==> config.mk <==
export PLATFORM = sky130hd
export DESIGN_NAME = alu_m_exec_sequencer
export DESIGN_NICKNAME = d
export VERILOG_FILES = /design/src/rtl/alu_m_exec_sequencer.sv
export SDC_FILE = /design/constraint.sdc
export NUM_CORES = 1
export LEC_CHECK = 0
export CORE_MARGIN = 10
export CORE_UTILIZATION = 61
export DETAILED_ROUTE_END_ITERATION = 8
export GPL_TIMING_DRIVEN = 0
export PLACE_DENSITY = 0.88
export SLEW_MARGIN = 40
export SYNTH_ARGS = -nofsm -noshare
export SYNTH_HDL_FRONTEND = slang
export SYNTH_SLANG_ARGS = --single-unit
==> constraint.sdc <==
create_clock -name clk -period 3.75 [get_ports clk]
set_input_delay 0.75 -clock clk [delete_from_list [all_inputs] [get_ports clk]]
set_output_delay 0.75 -clock clk [all_outputs]
set_load 0.03 [all_outputs]
==> src/rtl/alu_m_exec_sequencer.sv <==
// Multi-cycle RV32M execution controller: accepts one op from the reservation station,
// runs a radix-2 shift-add multiplier / restoring divider, and holds the result for the CDB.
module alu_m_exec_sequencer #(
  parameter int ROBSIZE = 8,
  parameter int ITER    = 32
) (
  input  logic               clk,
  input  logic               rstn,
  input  logic               i_flush,
  input  logic               i_alu_ex_en,
  input  logic [2:0]         i_alu_opcode,
  input  logic [31:0]        i_rs1_value,
  input  logic [31:0]        i_rs2_value,
  input  logic [ROBSIZE-1:0] i_rob_addr,
  output logic               o_alu_busy,
  output logic               o_cdb_req,
  input  logic               i_cdb_grant,
  output logic [ROBSIZE-1:0] o_cdb_rob_addr,
  output logic [31:0]        o_cdb_data,
  output logic [2:0]         dbg_state
);

  localparam int CW = $clog2(ITER + 1);

  typedef enum logic [2:0] {
    S_IDLE = 3'd0,
    S_MUL  = 3'd1,
    S_DIV  = 3'd2,
    S_FIX  = 3'd3,
    S_DONE = 3'd4
  } state_t;

  state_t             state;
  logic [CW-1:0]      cnt;
  logic [2:0]         op_r;
  logic [ROBSIZE-1:0] rob_r;
  logic [31:0]        a_r, b_r;
  logic [63:0]        acc;
  logic [31:0]        rem;
  logic               neg_q, neg_r;
  logic [31:0]        data_r;
  logic [ROBSIZE-1:0] rob_out;

  // Handshake: dispatch is taken only while busy is low; the result is
  // offered while req is high and leaves on the first edge with grant high.
  assign o_alu_busy     = (state != S_IDLE);
  assign o_cdb_req      = (state == S_DONE);
  assign o_cdb_data     = data_r;
  assign o_cdb_rob_addr = rob_out;
  assign dbg_state      = state;

  logic        a_neg, b_neg, is_rem, ovf;
  logic [31:0] a_mag, b_mag;

  always_comb begin
    a_neg  = (i_alu_opcode != 3'd3) && (i_alu_opcode != 3'd5) &&
             (i_alu_opcode != 3'd7) && i_rs1_value[31];
    b_neg  = (i_alu_opcode == 3'd0 || i_alu_opcode == 3'd1 ||
              i_alu_opcode == 3'd4 || i_alu_opcode == 3'd6) && i_rs2_value[31];
    a_mag  = a_neg ? (32'd0 - i_rs1_value) : i_rs1_value;
    b_mag  = b_neg ? (32'd0 - i_rs2_value) : i_rs2_value;
    is_rem = i_alu_opcode[1];
    ovf    = (i_alu_opcode == 3'd4 || i_alu_opcode == 3'd6) &&
             (i_rs1_value == 32'h8000_0000) && (i_rs2_value == 32'hFFFF_FFFF);
  end

  // Multiplier keeps {high partial, remaining multiplier bits} in acc;
  // the divider uses acc[31:0] as dividend-in / quotient-out.
  logic [32:0] mul_sum;
  logic [32:0] shifted;
  logic        ge;
  logic [63:0] prod;
  logic [31:0] quo, remv, result;

  always_comb begin
    mul_sum = {1'b0, acc[63:32]} + (acc[0] ? {1'b0, a_r} : 33'd0);
    shifted = {rem, acc[31]};
    ge      = (shifted >= {1'b0, b_r});
    prod    = neg_q ? (64'd0 - acc) : acc;
    quo     = neg_q ? (32'd0 - acc[31:0]) : acc[31:0];
    remv    = neg_r ? (32'd0 - rem) : rem;
    case (op_r)
      3'd0:                result = prod[31:0];
      3'd1, 3'd2, 3'd3:    result = prod[63:32];
      3'd4, 3'd5:          result = quo;
      default:             result = remv;
    endcase
  end

  always_ff @(posedge clk or negedge rstn) begin
    if (!rstn) begin
      state   <= S_IDLE;
      cnt     <= '0;
      op_r    <= '0;
      rob_r   <= '0;
      a_r     <= '0;
      b_r     <= '0;
      acc     <= '0;
      rem     <= '0;
      neg_q   <= 1'b0;
      neg_r   <= 1'b0;
      data_r  <= '0;
      rob_out <= '0;
    end else if (i_flush) begin
      state   <= S_IDLE;
      cnt     <= '0;
      data_r  <= '0;
      rob_out <= '0;
    end else begin
      case (state)
        S_IDLE: if (i_alu_ex_en) begin
          op_r  <= i_alu_opcode;
          rob_r <= i_rob_addr;
          a_r   <= a_mag;
          b_r   <= b_mag;
          neg_q <= a_neg ^ b_neg;
          neg_r <= a_neg;
          cnt   <= '0;
          if (!i_alu_opcode[2]) begin
            acc   <= {32'd0, b_mag};
            state <= S_MUL;
          end else if (i_rs2_value == 32'd0) begin
            data_r  <= is_rem ? i_rs1_value : 32'hFFFF_FFFF;
            rob_out <= i_rob_addr;
            state   <= S_DONE;
          end else if (ovf) begin
            data_r  <= is_rem ? 32'd0 : 32'h8000_0000;
            rob_out <= i_rob_addr;
            state   <= S_DONE;
          end else begin
            acc   <= {32'd0, a_mag};
            rem   <= '0;
            state <= S_DIV;
          end
        end
        S_MUL: begin
          acc <= {mul_sum, acc[31:1]};
          cnt <= cnt + 1'b1;
          if (cnt == CW'(ITER - 1)) state <= S_FIX;
        end
        S_DIV: begin
          rem       <= ge ? 32'(shifted - {1'b0, b_r}) : shifted[31:0];
          acc[31:0] <= {acc[30:0], ge};
          cnt       <= cnt + 1'b1;
          if (cnt == CW'(ITER - 1)) state <= S_FIX;
        end
        S_FIX: begin
          data_r  <= result;
          rob_out <= rob_r;
          cnt     <= '0;
          state   <= S_DONE;
        end
        S_DONE: if (i_cdb_grant) begin
          data_r  <= '0;
          rob_out <= '0;
          state   <= S_IDLE;
        end
        default: state <= S_IDLE;
      endcase
    end
  end

  a_no_dispatch_when_busy: assert property (
    @(posedge clk) disable iff (!rstn) !(i_alu_ex_en && o_alu_busy));

endmodule

# [After elaboration in Yosys (flattened, before gate mapping)]
# Index checks and enable logic that the tools add are counted.
[classes] mux=46 n_eq_ne=29 n_reduce_logical=30 bitwise=2 n_addsub=8 n_lt_le_gt_ge=1
[op_table] op="2-to-1 mux 32 bit" count=18
[op_table] op="2-to-1 mux 64 bit" count=5
[op_table] op="one-hot mux 32 bit (3 select lines)" count=3
[op_table] op="one-hot mux 32 bit (2 select lines)" count=2
[op_table] op="subtractor 1 x 32 -> 32 bit (first input constant)" count=4
[op_table] op="equality test 32 bit (second input constant)" count=2
[op_table] op="subtractor 1 x 64 -> 64 bit (first input constant)" count=1
[op_table] op="2-to-1 mux 8 bit" count=6
[op_table] op="adder 32 x 32 -> 33 bit" count=1
[op_table] op=">= comparator 33 x 32 -> 1 bit" count=1
[op_table] op="logical NOT 32 bit" count=1
[op_table] op="subtractor 32 bit" count=1
[op_table] op="one-hot mux 8 bit (3 select lines)" count=1
[op_table] op="2-to-1 mux 3 bit" count=7
[op_table] op="!= test 3 bit (second input constant)" count=6
[op_table] op="one-hot mux 6 bit (3 select lines)" count=1
[op_table] op="equality test 3 bit (second input constant)" count=5
[op_table] op="AND reduction 5 bit" count=3
[op_table] op="equality test 3 x 2 -> 1 bit (second input constant)" count=4
[op_table] op="2-to-1 mux 6 bit" count=2
[op_table] op="one-hot mux 3 bit (4 select lines)" count=1
[op_table] op="equality test 3 x 1 -> 1 bit (second input constant)" count=3
[op_table] op="logical NOT 3 bit" count=3
[op_table] op="!= test 2 bit (second input constant)" count=4
[op_table] op="17 further kinds" count=31
[word_totals] out_inout_bits=45 inputBits=80 ff_bits=222

# [Depth between registers and ports, before layout]
[logic_depth] word_depth=10 depth_mapped=15 ltp_nobuf=13

# [Least setup slack after synthesis]
# Ideal clock, no wire load.
[synth_path] path_type="input to register" start="in i_rs1_value[25]" end="reg acc[30]" path_stages=9 setup_slack_ns=0.340 path_buffers=1 setup_time_ns=0.119 arrival_ns=3.291 cell_sequence="or4_4 or4_1 or4_4 o31ai_1 a31oi_1 o311ai_2 nand2_4 buf_2 o21a_1"
[synth_via] elab_chain_len=7 elab_cells_between_ends=12
[synth_rtl] item="start: declaration" line_no="12" source="input logic [31:0] i_rs1_value,"
[synth_rtl] item="subtractor 1 x 32 -> 32 bit" line_no="60" source="a_mag = a_neg ? (32'd0 - i_rs1_value) : i_rs1_value;"
[synth_rtl] item="2-to-1 mux 32 bit" line_no="60"
[synth_rtl] item="2-to-1 mux 64 bit" line_no="126" source="end else if (ovf) begin"
[synth_rtl] item="2-to-1 mux 64 bit" line_no="122" source="end else if (i_rs2_value == 32'd0) begin"
[synth_rtl] item="2-to-1 mux 64 bit" line_no="119" source="if (!i_alu_opcode[2]) begin"
[synth_rtl] item="2-to-1 mux 64 bit" line_no="111" source="S_IDLE: if (i_alu_ex_en) begin"
[synth_rtl] item="one-hot mux 32 bit (3 select lines)" line_no="110" source="case (state)"
[synth_rtl] item="end signal: assignment" line_no="120" source="acc <= {32'd0, b_mag};"
[synth_rtl] item="end signal: assignment" line_no="131" source="acc <= {32'd0, a_mag};"
[synth_rtl] item="end signal: assignment" line_no="137" source="acc <= {mul_sum, acc[31:1]};"
[synth_rtl] item="end: declaration" line_no="38" source="logic [63:0] acc;"
# Several ways; a longest one is shown, not always the timed one. The select of a mux whose other input is x is not followed.
# A chain may end at the register's enable or synchronous reset.

# [Worst setup path after layout]
[layout_path] start="in i_rs1_value[25]" end="reg rob_out[2], in the netlist o_cdb_rob_addr[2]"
[layout_via] elab_chain_len=5
[layout_rtl] item="equality test 32 bit" line_no="64" source="(i_rs1_value == 32'h8000_0000) && (i_rs2_value == 32'hFFFF_FFFF);"
[layout_rtl] item="logical AND 1 bit" line_no="63" source="ovf = (i_alu_opcode == 3'd4 || i_alu_opcode == 3'd6) &&"
[layout_rtl] item="logical AND 1 bit" line_no="64"
[layout_rtl] item="!= test 4 bit (no source line)"
[layout_rtl] item="AND reduction 5 bit (no source line)"
[layout_rtl] item="end signal: assignment" line_no="124" source="rob_out <= i_rob_addr;"
[layout_rtl] item="end signal: assignment" line_no="128" source="rob_out <= i_rob_addr;"
[layout_rtl] item="end signal: assignment" line_no="149" source="rob_out <= rob_r;"
[layout_rtl] item="end: declaration" line_no="42" source="logic [ROBSIZE-1:0] rob_out;"
# Every way passes these cells.

==> flow_metrics.env <==
export IMPL_status="complete, no violations"
export IMPL_drt_pass1_iterations=6
export IMPL_setup_viol=0
export IMPL_slew_violations=0
export IMPL_grt_max_degree=77
export IMPL_htreeDepth=1
export IMPL_crit_top_cell="or4_4"
export IMPL_final_nets=2438
export IMPL_n_antenna_cell=0
export IMPL_grt_ovfl_total=0
export IMPL_die_x_um=187.9
export IMPL_clk_path_buf_depth=3
export IMPL_fin_crit_sh_pct=98.92
export IMPL_synth_fp_nets=2279
export IMPL_final_common_cell="nand2_1"
export IMPL_viasPerCell=6.924
export IMPL_crit_type="in -> reg"
export IMPL_post_place_ws_ns=-0.8475
export IMPL_hold_class="in -> async"
export IMPL_die_h_um=187.9
export IMPL_powerDensity_mw_per_mm2=820.9
export IMPL_async_reset_ff_share_pct=100.0
export IMPL_grt_usage_pct=36.74
export IMPL_peakVddDrop_mv=0.5764
export IMPL_grt_pass1_wl_um=102400
export IMPL_grt_pass1_vias=17250
export IMPL_tns_ns=0
export IMPL_syn_area_mm2=0.01719
export IMPL_wl_per_cell_um=25.32
export IMPL_syn2layout_area_growth_pct=16.56
export IMPL_start_util_pct=61.88
export IMPL_crit_chain="dlygate4sd2_1, or4_4, or4_1, or4_4, o31ai_2, o31ai_4, buf_2, clkbuf_2, nand2_1, o31ai_1"
export IMPL_p_leak_nw=8.376
export IMPL_multi_input_area_mm2=0.01100
export IMPL_final_util_pct=72.13
export IMPL_grt_setup_unrepaired="no"
export IMPL_placementRows=61
export IMPL_period_minus_slack_ns=3.709
export IMPL_clock_skew_ns=0.02089
export IMPL_antenna_left=0
export IMPL_die_area_mm2=0.03530
export IMPL_cp_arrival_ns=4.09
export IMPL_syn_area_per_cell_um2=8.083
export IMPL_place_congestion=1.080
export IMPL_dp_hpwl_um=53120
export IMPL_synth_cells=2127
export IMPL_start_kind="input pin"
export IMPL_tightest_slew_ns=0.8773
export IMPL_critPathRequiredTime_ns=4.13
export IMPL_drv_cap=0
export IMPL_finalInstanceArea_mm2=0.02004
export IMPL_drive_gt1_share_pct=6.377
export IMPL_max_slew_margin_pct=41.52
export IMPL_crit_slowest_cell="or4_4"
export IMPL_vias=18580
export IMPL_critPathCaptureType="flip-flop"
export IMPL_drtIter0Drc=2728
export IMPL_cts_tree="yes"
export IMPL_io_pin_count=125
export IMPL_fmaxAchievable_mhz=269.6
export IMPL_core_area_mm2=0.02778
export IMPL_synth_ff_type="dfrtp_1"
export IMPL_hold_viol=0
export IMPL_post_dp_cell_area_mm2=0.01901
export IMPL_synth_seq_cells=222
export IMPL_numCtsBuffers=25
export IMPL_power_w=0.01645
export IMPL_seq_area_frac_synth_pct=32.31
export IMPL_ff_latch_area_mm2=0.005557
export IMPL_clock_latency_ns=0.56
export IMPL_cts_num_sinks=222
export IMPL_final_cell_mix="nand2_1 (268), o21ai_0 (242), dfrtp_1 (221)"
export IMPL_fillCellCount=2221
export IMPL_path_max_fanout=10
export IMPL_drc=0
export IMPL_finalWirelength_um=67940
export IMPL_port_buffers=122
export IMPL_yosys_warnings=0
export IMPL_clkTransAtPathRegs_ns=0.07
export IMPL_setup_ws_ns=0.04055
export IMPL_cts_root_buf="clkbuf_16"
export IMPL_synth_distinct_cells=82
export IMPL_synth_edf_count=0
export IMPL_antenna_found_initial=2
export IMPL_cp_slowest_stage_delay_ns=0.60
[Yosys cell counts (28+ instances only)]
cell type	number	share of area (%)
nand3_1	48	1.4
nor2_1	141	3.1
and2_1	38	1.4
a22oi_1	42	1.8
dfrtp_1	222	32
a21oi_1	116	3.4
inv_1	71	1.6
xor2_1	101	5.1
o21ai_0	244	7.1
ha_1	70	5.1
a31oi_1	33	1.2
nand2_1	269	5.9
a21o_1	28	1.2
clkbuf_1	105	2.3
o31ai_1	60	2.6
xnor2_1	97	4.9
nor3_1	30	0.87
[final cells by class]
cell class / instances / share of cell area [%]
multi-input combinational: 1703 / 54.89
sequential: 222 / 27.73
timing repair buffer: 135 / 6.856
clock buffer: 35 / 3.509
buffer: 126 / 2.541
tap: 378 / 2.360
inverter: 73 / 1.367
clock inverter: 11 / 0.7493
[metrics by stage]
stage | instances | hold WS [ns]
floorplan | 2127 | 0.4424
global placement | 2627 | 0.4538
detailed placement | 2632 | 0.4650
CTS | 2681 | 0.1106
global route | 2683 | 0.1230
finish | 2683 | 0.09326
[path summary, 6_finish.rpt]
path,start,to,slack [ns],cells past startpoint
max,i_rs1_value[25],o_cdb_rob_addr[2],0.04,10
min,rstn,o_cdb_data[3],0.09,1
max reg2reg,acc[2],o_cdb_data[14],0.13,9
min reg2reg,o_cdb_rob_addr[6],o_cdb_rob_addr[6],0.47,2
max in group asynchronous,rstn,acc[0],2.73,3
min in group clk,o_cdb_rob_addr[6],o_cdb_rob_addr[6],0.47,2
[cells by family (layout without fill, tap and decap cells)]
kind of cell	Yosys count	after routing	share of synthesized area [%]
AND/OR/NAND/NOR	688	688	19.24
adder cells (fa/ha/maj)	72	72	5.328
XOR/XNOR	198	198	10.09
buffers and inverters	202	380	4.549
flip-flops	222	222	32.31
multiplexers	33	33	1.994
AO/OA/AOI/OAI	712	712	26.49
[what timing repair did]
item                                    in CTS  in global routing
setup buffers                                5                  3
resized for setup                           16                 27
hold buffers                                 0                  0
pin swaps                                    5                  2
endpoints found under the setup margin     135                135
[registers in the layout (all words and copies together), names as in the netlist]
signal	count
neg_q	1
o_cdb_rob_addr	8
rem	32
a_r	32
dbg_state	3
b_r	32
rob_r	8
cnt	6
acc	64
op_r	3
o_cdb_data	32
neg_r	1
[critical path, delay by kind of cell]
kind                   cells  cell delay (ns)
AO/OA/AOI/OAI              3             0.65
buffers and inverters      3             0.86
AND/OR/NAND/NOR            4             1.82
[where the power goes]
group          total, W  switching [W]  internal [W]
logic           0.00959        0.00617       0.00342
registers       0.00426       0.000983       0.00327
clock network   0.00260        0.00108       0.00152
[metal layers]
| layer | track usage (%) | routed length [um] |
|---|---|---|
| met5 | 0 | 27 |
| met4 | 15.11 | 3494 |
| met3 | 8.942 | 9585 |
| met2 | 53.88 | 28250 |
| met1 | 50.79 | 26590 |
Power figures use the tool's default switching activity.
